==> config.mk <==
export PLATFORM = sky130hd
export DESIGN_NAME = axi_b2as_sched
export DESIGN_NICKNAME = d
export VERILOG_FILES = /design/src/rtl/axi_b2as_pkg.sv /design/src/rtl/rr_arbiter.sv /design/src/rtl/axi_b2as_sched.sv
export SDC_FILE = /design/constraint.sdc
export NUM_CORES = 1
export LEC_CHECK = 0
export BUFFER_PORTS_ARGS = -buffer_cell sky130_fd_sc_hd__clkbuf_2
export CORE_ASPECT_RATIO = 0.6
export CORE_MARGIN = 2
export CORE_UTILIZATION = 49
export CTS_CLUSTER_DIAMETER = 30
export DETAILED_ROUTE_END_ITERATION = 8
export PLACE_DENSITY = 0.83
export RECOVER_POWER = 50
export SLEW_MARGIN = 20
export SYNTH_ARGS = -nofsm -noshare
export SYNTH_HDL_FRONTEND = slang
export SYNTH_SLANG_ARGS = --single-unit
==> constraint.sdc <==
create_clock -name clk -period 7.2 [get_ports clk]
set_input_delay 0.72 -clock clk [delete_from_list [all_inputs] [get_ports clk]]
set_output_delay 0.72 -clock clk [all_outputs]
set_load 0.02 [all_outputs]
==> src/rtl/axi_b2as_pkg.sv <==
// Shared types and helpers for the BRAM->AXIS engine scheduler.
// Optional statistics are enabled with the AXI_B2AS_SCHED_STATS_EN macro (see axi_b2as_sched).
package axi_b2as_pkg;

    // Scheduler control states
    typedef enum logic [2:0] {
        S_IDLE      = 3'd0,
        S_ISSUE     = 3'd1,
        S_WAIT_BUSY = 3'd2,
        S_WAIT_DONE = 3'd3,
        S_REJECT    = 3'd4
    } state_e;

    // Default engine beat geometry
    localparam int unsigned BRAM_DATA_WIDTH_DEF = 512;
    localparam int unsigned BYTES_PER_BEAT      = BRAM_DATA_WIDTH_DEF / 8;

    // Bytes carried by one beat of a given data width
    function automatic int unsigned bytes_per_beat(input int unsigned data_w);
        return data_w / 8;
    endfunction

    // Bank-select width: at least one bit even for tiny requester counts
    function automatic int unsigned sel_width(input int unsigned n);
        return (n <= 2) ? 1 : $clog2(n);
    endfunction

    // A transfer is legal when it spans at least one beat and fits the engine address range
    function automatic logic depth_legal(input logic [63:0] depth, input int unsigned addr_w);
        logic [63:0] max_depth;
        if (addr_w >= 64) begin
            max_depth = {64{1'b1}};
        end else begin
            max_depth = (64'd1 << addr_w) - 64'd1;
        end
        return (depth != 64'd0) && (depth <= max_depth);
    endfunction

endpackage

==> src/rtl/rr_arbiter.sv <==
// Combinational round-robin pick: first set request at or after the pointer, wrapping.
module rr_arbiter
    import axi_b2as_pkg::*;
#(
    parameter int unsigned NUM_REQ = 4,
    localparam int unsigned SEL_W  = sel_width(NUM_REQ)
) (
    input  logic [NUM_REQ-1:0] req_i,
    input  logic [SEL_W-1:0]   ptr_i,
    output logic [NUM_REQ-1:0] gnt_c_o,
    output logic [SEL_W-1:0]   idx_c_o,
    output logic               valid_c_o
);

    // Scan from the pointer; the first hit wins, later hits are masked by valid_c_o
    always_comb begin
        int unsigned k;
        gnt_c_o   = '0;
        idx_c_o   = '0;
        valid_c_o = 1'b0;
        k         = 0;
        for (int unsigned i = 0; i < NUM_REQ; i++) begin
            k = int'(ptr_i) + i;
            if (k >= NUM_REQ) begin
                k = k - NUM_REQ;
            end
            if (!valid_c_o && req_i[k]) begin
                valid_c_o  = 1'b1;
                gnt_c_o[k] = 1'b1;
                idx_c_o    = SEL_W'(k);
            end
        end
    end

endmodule

==> src/rtl/axi_b2as_sched.sv <==
// Round-robin scheduler sharing one axi_bram2axis engine among NUM_REQ BRAM banks.
// Define AXI_B2AS_SCHED_STATS_EN to add per-requester completed-transfer counters (o_xfer_cnt).
module axi_b2as_sched
    import axi_b2as_pkg::*;
#(
    parameter int unsigned NUM_REQ             = 4,
    parameter int unsigned AXI_XFER_SIZE_WIDTH = 32,
    parameter int unsigned BRAM_ADDR_WIDTH     = 32,
    parameter int unsigned BRAM_DATA_WIDTH     = 512,
    localparam int unsigned SEL_W              = sel_width(NUM_REQ)
) (
    input  logic                                   clk,
    input  logic                                   rst,
    input  logic [NUM_REQ-1:0]                     i_req,
    input  logic [NUM_REQ*AXI_XFER_SIZE_WIDTH-1:0] i_req_size_bytes,
    output logic [NUM_REQ-1:0]                     o_ack,
    output logic [NUM_REQ-1:0]                     o_done,
    output logic [NUM_REQ-1:0]                     o_err,
    output logic                                   o_busy,
    output logic [SEL_W-1:0]                       o_bank_sel,
    output logic                                   o_b2as_start,
    output logic [AXI_XFER_SIZE_WIDTH-1:0]         o_b2as_data_size_bytes,
`ifdef AXI_B2AS_SCHED_STATS_EN
    output logic [NUM_REQ*32-1:0]                  o_xfer_cnt,
`endif
    input  logic                                   i_b2as_done
);

    // Depth is evaluated 3 bits wider so size*8 cannot overflow
    localparam int unsigned DEPTH_W = AXI_XFER_SIZE_WIDTH + 3;

    state_e                         state_q;
    logic [SEL_W-1:0]               ptr_q;
    logic [SEL_W-1:0]               gnt_q;
    logic [NUM_REQ-1:0]             ack_q;
    logic [NUM_REQ-1:0]             done_q;
    logic [NUM_REQ-1:0]             err_q;
    logic                           start_q;
    logic                           busy_q;
    logic [AXI_XFER_SIZE_WIDTH-1:0] size_q;

    logic [NUM_REQ-1:0]             arb_gnt_c;
    logic [SEL_W-1:0]               arb_idx_c;
    logic                           arb_vld_c;
    logic [AXI_XFER_SIZE_WIDTH-1:0] win_size_d;
    logic [DEPTH_W-1:0]             depth_d;
    logic                           legal_d;
    logic                           grant_go_d;
    logic [NUM_REQ-1:0]             gnt_oh_d;

    rr_arbiter #(
        .NUM_REQ   (NUM_REQ)
    ) u_arb (
        .req_i     (i_req),
        .ptr_i     (ptr_q),
        .gnt_c_o   (arb_gnt_c),
        .idx_c_o   (arb_idx_c),
        .valid_c_o (arb_vld_c)
    );

    // Select the winner's size slot from the packed size bus
    always_comb begin
        win_size_d = '0;
        for (int unsigned k = 0; k < NUM_REQ; k++) begin
            if (arb_idx_c == SEL_W'(k)) begin
                win_size_d = i_req_size_bytes[k*AXI_XFER_SIZE_WIDTH +: AXI_XFER_SIZE_WIDTH];
            end
        end
    end

    // Beat count of the candidate; sub-beat remainders are left to the engine to truncate
    assign depth_d    = (DEPTH_W'(win_size_d) << 3) / DEPTH_W'(BRAM_DATA_WIDTH);
    assign legal_d    = depth_legal(64'(depth_d), BRAM_ADDR_WIDTH);
    assign grant_go_d = arb_vld_c && i_b2as_done;
    assign gnt_oh_d   = NUM_REQ'(1) << gnt_q;

    // Round-robin successor of a granted index
    function automatic logic [SEL_W-1:0] next_ptr(input logic [SEL_W-1:0] g);
        if (int'(g) >= int'(NUM_REQ) - 1) begin
            return '0;
        end
        return g + SEL_W'(1);
    endfunction

    // Control FSM with registered pulses; idle arbitration waits for the engine to be idle
    always_ff @(posedge clk or posedge rst) begin
        if (rst) begin
            state_q <= S_IDLE;
            ptr_q   <= '0;
            gnt_q   <= '0;
            ack_q   <= '0;
            done_q  <= '0;
            err_q   <= '0;
            start_q <= 1'b0;
            busy_q  <= 1'b0;
            size_q  <= '0;
        end else begin
            ack_q   <= '0;
            done_q  <= '0;
            err_q   <= '0;
            start_q <= 1'b0;
            unique case (state_q)
                S_IDLE: begin
                    if (grant_go_d) begin
                        gnt_q  <= arb_idx_c;
                        size_q <= win_size_d;
                        ack_q  <= arb_gnt_c;
                        busy_q <= 1'b1;
                        if (legal_d) begin
                            start_q <= 1'b1;
                            state_q <= S_ISSUE;
                        end else begin
                            done_q  <= arb_gnt_c;
                            err_q   <= arb_gnt_c;
                            ptr_q   <= next_ptr(arb_idx_c);
                            state_q <= S_REJECT;
                        end
                    end
                end
                S_ISSUE: begin
                    state_q <= S_WAIT_BUSY;
                end
                S_WAIT_BUSY: begin
                    if (!i_b2as_done) begin
                        state_q <= S_WAIT_DONE;
                    end
                end
                S_WAIT_DONE: begin
                    if (i_b2as_done) begin
                        done_q  <= gnt_oh_d;
                        ptr_q   <= next_ptr(gnt_q);
                        busy_q  <= 1'b0;
                        state_q <= S_IDLE;
                    end
                end
                S_REJECT: begin
                    busy_q  <= 1'b0;
                    state_q <= S_IDLE;
                end
                default: begin
                    busy_q  <= 1'b0;
                    state_q <= S_IDLE;
                end
            endcase
        end
    end

    assign o_ack                  = ack_q;
    assign o_done                 = done_q;
    assign o_err                  = err_q;
    assign o_busy                 = busy_q;
    assign o_bank_sel             = gnt_q;
    assign o_b2as_start           = start_q;
    assign o_b2as_data_size_bytes = size_q;

`ifdef AXI_B2AS_SCHED_STATS_EN
    logic [31:0] cnt_q [NUM_REQ];

    // Count completions that were not rejects; free-running wrap at 2^32
    always_ff @(posedge clk or posedge rst) begin
        if (rst) begin
            for (int unsigned k = 0; k < NUM_REQ; k++) begin
                cnt_q[k] <= '0;
            end
        end else begin
            for (int unsigned k = 0; k < NUM_REQ; k++) begin
                if (done_q[k] && !err_q[k]) begin
                    cnt_q[k] <= cnt_q[k] + 32'd1;
                end
            end
        end
    end

    for (genvar k = 0; k < NUM_REQ; k++) begin : g_cnt
        assign o_xfer_cnt[k*32 +: 32] = cnt_q[k];
    end
`endif

endmodule

After elaboration in Yosys (flattened, before gate mapping)
Index checks and enable logic that the tools add are counted.

word-level totals
  register bits after elaboration = 53
  bits of input ports = 135
  output and inout bits = 48
  word-level logic and storage cells = 138

cells by class
  $add $sub $neg = 9
  magnitude comparators = 15
  equal/unequal tests = 10
  shifts and indexed selects = 1
  mux-type cells = 69
  bitwise operators = 4
  reduce and logical (&&, ||, !) cells = 21

operators with widths
  kind                   number
  $mux 32                8
  $ge 32x1->1 const B    4
  $lt 32x3->1 const B    4
  $ge 32x3->1 const B    3
  $sub 32x3->32 const B  3
  $mux 4                 10
  $reduce_bool 35->1     1
  $le 26x32->1 const B   1
  $mux 1                 24
  $mux 2                 11
  $mux 3                 4
  $or 4x4->4             3
  $pmux 3 s4             1
  $logic_and 1x1->1      9
  $bmux 1 s2             4
  $demux 1 s2            4
  $ne 2x2->1 const B     4
  $pmux 4 s2             1
  $add 2x2->3 const B    2
  $eq 3x2->1 const B     2
  $reduce_and 3->1       2
  $add 2x1->2 const B    2
  $eq 2x2->1 const B     2
  $ge 2x2->1 const B     2
  16 further kinds       18

Depth between registers and ports, before layout
Gate-level depths: netlist (run 1).

  depth in word-level cells = 28
  mapped depth = 18
  depth with buffers taken out = 14

By module
A second synthesis (run 1) with hierarchy kept.

second synthesis, totals
  cell total of the unflattened synthesis = 430
  area total of the unflattened synthesis = 3691.0 um2

modules (own cells, without submodules)
  module          times used  cells an instance  area an instance (um2)
  axi_b2as_sched  1           382                3230.6
  rr_arbiter      1           48                 460.4

Least setup slack after synthesis (run 1)
No wires, ideal clock.

  kind = reg2reg
  start = register ptr_q[1]
  end = register ptr_q[0]
  setup time = 0.128 ns
  arrival = 3.954 ns
  required time = 7.072 ns
  slack = 3.118 ns
  cell stages (with the launch flop) = 19
  path buffers = 4
  clock period less this slack = 4.082 ns
  cells stage by stage = dfrtp_1 -> clkbuf_1 -> clkinv_1 -> ha_1 -> clkbuf_1 -> a31oi_1 -> nand2_1 -> a21oi_1 -> inv_1 -> ha_1 -> or2_1 -> buf_2 -> buf_6 -> a221oi_1 -> o22ai_1 -> nor4_4 -> nand4_4 -> o21bai_4 -> mux2_1

on the way
  cells in the longest elaborated chain, start to end = 23

ends and longest elaborated chain
  element                                                          line                                         text
  start: declaration                                               axi_b2as_sched.sv:33                         logic [SEL_W-1:0] ptr_q;
  start signal: assignment                                         axi_b2as_sched.sv:115                        ptr_q <= next_ptr(arb_idx_c);
  start signal: assignment                                         axi_b2as_sched.sv:131                        ptr_q <= next_ptr(gnt_q);
  branches (longest 13 deep; another with $sub 32x3->32)           --
  $mux 2 *                                                         rr_arbiter.sv:27                             if (!valid_c_o && req_i[k]) begin
  named net arb_idx_c[0]                                           axi_b2as_sched.sv:43                         logic [SEL_W-1:0] arb_idx_c;
  $logic_not 2->1 / $ge 2x2->1 (equally long branches)             axi_b2as_sched.sv:65, axi_b2as_sched.sv:79
  $mux 32 / $mux 1 (equally long branches)                         axi_b2as_sched.sv:65, axi_b2as_sched.sv:79
  $mux 32 / $mux 1 (equally long branches)                         axi_b2as_sched.sv:65, axi_b2as_sched.sv:109
  $mux 32 / $mux 1 (equally long branches)                         axi_b2as_sched.sv:65, axi_b2as_sched.sv:104
  $mux 32 / $mux 1 (equally long branches)                         axi_b2as_sched.sv:65, axi_b2as_sched.sv:102
  $le 26x32->1 (tied with other cells)                             axi_b2as_pkg.sv:36                           return (depth != 64'd0) && (depth <= max_depth);
  $logic_and 1x1->1 / $mux 2 (equally long branches)               axi_b2as_pkg.sv:36, axi_b2as_sched.sv:109
  $ne 2x2->1 (no line) / $mux 2 (equally long branches)            --
  $reduce_and 4->1 (no line) / $pmux 2 s2 (equally long branches)  --

Mark *: on every way through the listed nets, which the timed path passes. The select of a mux whose other input is x is not followed.
A chain may end at the register's enable or synchronous reset.

Worst setup path in the final report (run 1)
Same ends and word-level chain as after synthesis.

==> results of run 1 <==
[final timing paths]
kind,slack (ns),end,start,depth (start not counted)
max in group asynchronous,4.12,o_b2as_data_size_bytes[2]$_DFFE_PP0P_,rst,3
worst min register to register,0.48,o_b2as_data_size_bytes[24]$_DFFE_PP0P_,o_b2as_data_size_bytes[24]$_DFFE_PP0P_,2
worst min-delay path,0.48,o_b2as_data_size_bytes[24]$_DFFE_PP0P_,o_b2as_data_size_bytes[24]$_DFFE_PP0P_,2
min in group asynchronous,1.47,o_ack[3]$_DFF_PP0_,rst,3
worst max register to register,1.90,ptr_q[0]$_DFFE_PP0P_,ptr_q[1]$_DFFE_PP0P_,14
worst max-delay path,1.90,ptr_q[0]$_DFFE_PP0P_,ptr_q[1]$_DFFE_PP0P_,14
[flip-flops by register name, summed over array words and instances, names as in the netlist]
signal / cells
o_ack: 4
o_b2as_data_size_bytes: 32
o_b2as_start: 1
o_bank_sel: 2
o_busy: 1
o_done: 4
o_err: 4
ptr_q: 2
state_q: 3
[per-layer routing]
| layer | vias to the layer above | track usage |
|---|---|---|
| li1 | 1710 | - |
| met2 | 218 | 0.436 |
| met4 | 0 | 0.0766 |
| met3 | 20 | 0.0549 |
| met1 | 1664 | 0.384 |
| met5 | - | 0 |
[where the power goes]
group / internal [mW] / switching [mW]
registers: 0.406 / 0.0829
logic: 0.526 / 0.978
clock network: 0.165 / 0.113
total: 1.10 / 1.17
[kinds of logic (layout without fill, tap and decap cells)]
kind of cell             after synthesis  after routing
multiplexers                           9              9
buffers and inverters                 47            209
adder cells (fa/ha/maj)               12             12
AND/OR/NAND/NOR                       96             96
flip-flops                            53             53
AO/OA/AOI/OAI                        148            148
[cells in the mapped netlist (3+ instances only)]
master	count	share of area
o221a_2	4	0.013
a21oi_1	19	0.028
nand2_1	43	0.048
a221oi_1	21	0.055
nand2b_1	3	0.0056
nor2b_1	6	0.011
inv_1	14	0.016
nor2_1	24	0.027
a22oi_1	11	0.025
mux2_2	3	0.010
a21o_1	5	0.011
o31ai_1	24	0.054
o22ai_1	35	0.065
o21ai_0	13	0.019
buf_2	8	0.012
nor3_2	4	0.012
mux2i_1	4	0.012
buf_1	3	0.0034
dfrtp_1	53	0.40
ha_1	12	0.045
nand3_1	3	0.0045
clkbuf_1	20	0.022
a221oi_2	4	0.018
[worst reg2reg max path, delay by kind of cell, from the launching register on]
kind	cells	cell delay (ns)
adder cells (fa/ha/maj)	2	0.89
multiplexers	1	0.35
AND/OR/NAND/NOR	4	1.31
flip-flops	1	0.53
buffers and inverters	2	0.43
AO/OA/AOI/OAI	5	1.69
[through the flow]
stage | hold WS, ns | instances | utilization
final | 0.480 | 614 | 0.661
after global routing | 0.508 | 614 | 0.661
after CTS | 0.484 | 614 | 0.666
after detailed placement | 0.466 | 606 | 0.641
after global placement | 0.461 | 606 | 0.641
after floorplan | 0.436 | 365 | -
[layout make-up]
type	count	area, µm²
Timing Repair Buffer	186	907
Clock buffer	5	125
Tap cell	87	109
Multi-Input combinational cell	265	1830
Sequential cell	53	1330
Inverter	15	56.3
Clock inverter	3	46.3
Fill cell	574	2250
==> impl_results.md, run 1 <==
* Synth Area in Simple Gates at 0.147
* Antenna diodes at 0
* Share of cells above drive strength 1 at 0.366
* Postcts setup bufs at 0
* Element type at the critical path end: register
* Register bit total from synthesis at 53
* Worst ir drop on vdd at 0.000284 V
* Cell family with the largest share of critical-path delay: compound AO/OA/AOI/OAI gates
* Crit path top cell by count: ha_1
* Metal3 WL at between 900 and 1000 µm
* Fmax at approximately 190 MHz
* CORE AREA at ~0.0066 mm²
* Req. time, crit path at ~7.4 ns
* Crit path cell chain: clkinv_1 > ha_1 > a31oi_1 > nand2_1 > a21oi_1 > inv_1 > ha_1 > or2_1 > a221oi_1 > o22ai_1 > nor4_2 > nand4_4 > o21bai_4 > mux2_1
* Share of the yosys chip area belonging to registers at 0.397
* Synthesized Nets at 512
* Resized Gates After CTS at 0
* Die area at between 0.007 and 0.008 mm²
* IO Pins at ~180
* Setup violators final at 0
* HP Class: reg2reg
* Chip height at between 60 and 70 µm
* DR iter-0 viols at 390
* Pleak at between 2 and 2.5 nW
* Post-Route WL at about 11000 µm
* Top FF cell, synth: dfrtp_1
* Final #Nets at between 600 and 700
* First-pass iteration count of the detailed router at 5
* Adder-cell share of the synthesized area at 0.0449
* Largest family of logic cells by synthesized area: compound AO/OA/AOI/OAI gates
* Commonest non-fill, non-tap cell in the layout: clkbuf_2
* Async set-reset flop share out of synthesis at 1.00
* Initial antenna violation count at 0
* Root Buffer Master: clkbuf_16
* Slew Viols, Final at 54
* Slew margin rel. at -0.888
* CP bufs+invs at 2
* Post-synthesis xor/xnor area fraction at 0
* # clock sinks at 53
* Final hold vios at 0
* Slowest cell on crit path: a221oi_1
* Worst Path Max Fanout at 23
* Yosys cell types at 46
* Final worst setup slack at 1.90 ns
* RSZ-0062 raised after global routing: no
* Initial Util at 0.503
* DR WL met2 at ~5000 µm
* Site Rows at 23
* M1 wire length at about 4700 µm
* CTS Buf Count at 5
* P per Cell Area at about 520 mW/mm²
* First-pass GRT wire length at between 15000 and 20000 µm
* Failing checks: capacitance limit, slew limit
* Power Total at approximately 2.3 mW
* Syn. warnings at 0
* Avg Cell Area, Syn at 9.16 µm²
* WS Path Type: reg2reg
* Vias/cell at just under 6
* Final period util at 0.736
* Count of input and output buffers at 182
* Clock slew at the register clock pins of the worst setup and hold paths at about 0.080 ns
* Setup TNS at 0 ns
* Commonest non-fill, non-tap cells in the layout: clkbuf_2 (158), dfrtp_1 (53), nand2_1 (43), o22ai_1 (35), clkbuf_1 (25)
* DRT antenna net count at 0
* TritonCTS clock tree: built
* Area grow syn2layout at 31.5%
* Status: finished with violations
* Vias in the first global route at approximately 3200
* GPL Wtd Cong at roughly 1
* Mapped Cells at roughly 370
* Place WS at about 2.1 ns
* Post-DP HPWL at around 8000 µm
* Mux contribution to synthesized area at 0.0322
* Worst-Margin Slew at approximately 2.8 ns
* Grt total ovfl at 0
* Max Used Layer: met4
* Crit start category: register
* H-tree Lvls at 2
* Largest net degree at the start of global routing at just under 80
* Max-cap violations at 1
* Routed wire per std cell at between 15 and 20 µm
* Hold_buf cts at 0
* Clk_lat worst skew at roughly 0.29 ns
* Largest stage delay on the critical path at about 0.70 ns
* DRC at 0
* Total track usage at 0.273
* Tmin final at ~5.3 ns
* Via count at between 3000 and 4000
* Fin area at 0.00440 mm²
* Clock Skews at 0.0120 ns
* Die W at approximately 110 µm
* Post-synth EDFFs at 0
* Post-Place Cell Area at approximately 0.0043 mm²
* Longest Clk Path Bufs at 2
* Post-synthesis instance area at about 0.0033 mm²
* Worst path arrival time at approximately 5.5 ns
* Synth Area in Compound Gates at 0.321
Power figures use the tool's default switching activity.
==> run 2: changes to the inputs <==
--- a/config.mk
+++ b/config.mk
@@ -8,10 +8,10 @@
 export BUFFER_PORTS_ARGS = -buffer_cell sky130_fd_sc_hd__clkbuf_2
 export CORE_ASPECT_RATIO = 0.6
 export CORE_MARGIN = 2
-export CORE_UTILIZATION = 49
+export CORE_UTILIZATION = 45
 export CTS_CLUSTER_DIAMETER = 30
 export DETAILED_ROUTE_END_ITERATION = 8
-export PLACE_DENSITY = 0.83
+export PLACE_DENSITY = 0.77
 export RECOVER_POWER = 50
 export SLEW_MARGIN = 20
 export SYNTH_ARGS = -nofsm -noshare
==> constraint.sdc (replaced) <==
create_clock -name clk -period 5.3 [get_ports clk]
set_input_delay 0.53 -clock clk [delete_from_list [all_inputs] [get_ports clk]]
set_output_delay 0.53 -clock clk [all_outputs]
set_load 0.02 [all_outputs]
==> impl_results.md, run 2 (synthesis gave the netlist of run 1 again) <==
* Chip height at 70.8 µm
* Post-DP HPWL at between 8000 and 9000 µm
* Setup violators final at 0
* Fmax at just over 200 MHz
* Longest Clk Path Bufs at 2
* Hold depth at 1
* Switching pwr at ~1.6 mW
* TritonCTS clock tree: built
* # clock sinks at 53
* H-tree Lvls at 2
* Slowest cell on crit path: a221oi_1
* Root Buffer Master: clkbuf_16
* Clock slew at the register clock pins of the worst setup and hold paths at around 0.070 ns
* Commonest non-fill, non-tap cell in the layout: clkbuf_2
* GPL Wtd Cong at 0.903
* Crit path top cell by count: ha_1
* FF-to-FF setup slack at between 0.4 and 0.5 ns
* Resized Gates After CTS at 0
* Largest net degree at the start of global routing at 78
* HP Start: state_q[2]$_DFFE_PP0P_
* Max FFs per register at 32
* Share of cells above drive strength 1 at 0.369
* Clock power share at 0.108
* Hold_buf cts at 0
* Pleak at about 2.2 nW
* Element type at the critical path end: register
* Slew margin rel. at -0.906
* DR iter-0 viols at 340
* Crit path cell chain: clkinv_1 > ha_1 > a31oi_1 > nand2_1 > a21oi_1 > inv_1 > ha_1 > or2_1 > a221oi_1 > o22ai_1 > nor4_2 > nand4_4 > o21bai_4 > mux2_1
* Crit start category: register
* Die W at 115 µm
* Critical Path Start: ptr_q[1]$_DFFE_PP0P_
* Multi-input gate area at approximately 0.0018 mm²
* Final #Nets at between 600 and 700
* Total track usage at 0.258
* Hold Path Sink: o_busy$_DFFE_PP0P_
* Layout Utilization at 0.609
* CTS Buf Count at 5
* Antenna diodes at 0
* First-pass iteration count of the detailed router at 5
* Combinational power share at 0.672
* Max-cap violations at 1
* Seq pwr share at 0.219
* Site Rows at 24
* Vias in the first global route at 3401
* Worst ir drop on vdd at about 0.00034 V
* P per Cell Area at between 600 and 700 mW/mm²
* Final period util at 0.914
* Postcts setup bufs at 0
* Tmin final at about 4.8 ns
* Grt total ovfl at 0
* Failing checks: capacitance limit, slew limit
* Initial Util at 0.462
* IO Pins at about 180
* CP bufs+invs at 2
* R2R Path Start: ptr_q[1]$_DFFE_PP0P_
* Switching Fraction at 0.519
* Commonest non-fill, non-tap cells in the layout: clkbuf_2 (159), dfrtp_1 (53), nand2_1 (43), o22ai_1 (35), clkbuf_1 (25)
* Reg area at roughly 0.0013 mm²
* Slew Viols, Final at between 50 and 60
* Largest stage delay on the critical path at roughly 0.63 ns
* Clock Skews at about 0.0066 ns
* CORE AREA at approximately 0.0072 mm²
* Vias/cell at 5.63
* Status: finished with violations
* Post-Route WL at ~11000 µm
* Routed wire per std cell at roughly 17 µm
* Die area at 0.00816 mm²
* WS Path Type: reg2reg
* Power Internal at 1.45 mW
* Setup TNS at 0 ns
* Initial antenna violation count at 0
* Worst Reg-to-Reg Cells at 14
* Final hold vios at 0
* Filler cells at ~650
* Count of input and output buffers at 182
* DRC at 0
* DRT antenna net count at 0
* Clk_lat worst skew at 0.29 ns
* R2r endpoint: ptr_q[0]$_DFFE_PP0P_
* Worst-Margin Slew at about 2.9 ns
* Via count at approximately 3600
* Req. time, crit path at between 5 and 6 ns
* Worst path arrival time at 5.03 ns
* HP Class: reg2reg
* Area grow syn2layout at 31.7%
* First-pass GRT wire length at approximately 16000 µm
* Worst Path Max Fanout at 23
* RSZ-0062 raised after global routing: no
* Cell family with the largest share of critical-path delay: compound AO/OA/AOI/OAI gates
==> run 2: final cells by class <==
cell class	instances	share of cell area
tap	104	0.0295
clock buffer	6	0.0293
timing repair buffer	188	0.210
clock inverter	2	0.00313
sequential	53	0.301
multi-input combinational	265	0.414
inverter	15	0.0128
==> run 2: per-stage QoR <==
step / total power, mW / instances / setup WS, ns / hold slack (ns) / area, µm²
detailed placement: 2.69 / 625 / 0.520 / 0.469 / 4290
global placement: 2.63 / 625 / 0.702 / 0.462 / 4290
CTS: 3.03 / 633 / 0.463 / 0.428 / 4440
finish: 3.02 / 633 / 0.455 / 0.474 / 4400
global route: 3.27 / 633 / 0.0605 / 0.506 / 4400
floorplan: 2.18 / 365 / 1.22 / 0.436 / 3340
==> run 2: worst max-delay path by stage <==
stage                           endpoint  slack, ns  cells past startpoint
finish              ptr_q[0]$_DFFE_PP0P_       0.45                     14
CTS                 ptr_q[0]$_DFFE_PP0P_       0.46                     14
floorplan           ptr_q[0]$_DFFE_PP0P_       1.22                     18
global route        ptr_q[0]$_DFFE_PP0P_       0.06                     14
global placement    ptr_q[0]$_DFFE_PP0P_       0.70                     14
detailed placement  ptr_q[0]$_DFFE_PP0P_       0.52                     14
==> run 2: worst register-to-register path, cell delays in order (launching register included) <==
cell and delay (ns):
dfrtp_1 0.52, clkinv_1 0.28, ha_1 0.46, a31oi_1 0.18
nand2_1 0.07, a21oi_1 0.31, inv_1 0.13, ha_1 0.23
or2_1 0.56, a221oi_1 0.64, o22ai_1 0.22, nor4_2 0.34
nand4_4 0.26, o21bai_4 0.21, mux2_1 0.33
==> run 2: layer usage <==
layer | vias to the layer above | part of all wire | global-route usage
met3 | 14 | 0.085 | 0.0617
met5 | - | 0 | 0
met2 | 183 | 0.45 | 0.391
li1 | 1709 | - | -
met4 | 0 | 0.014 | 0.0736
met1 | 1660 | 0.45 | 0.370
==> run 2: power groups by stage <==
stage | combinational (mW) | sequential [mW] | clock (mW)
global route | 2.23 | 0.682 | 0.357
detailed placement | 2.03 | 0.668 | 0
CTS | 2.03 | 0.662 | 0.332
global placement | 1.96 | 0.664 | 0
finish | 2.03 | 0.663 | 0.327
floorplan | 1.38 | 0.798 | 0
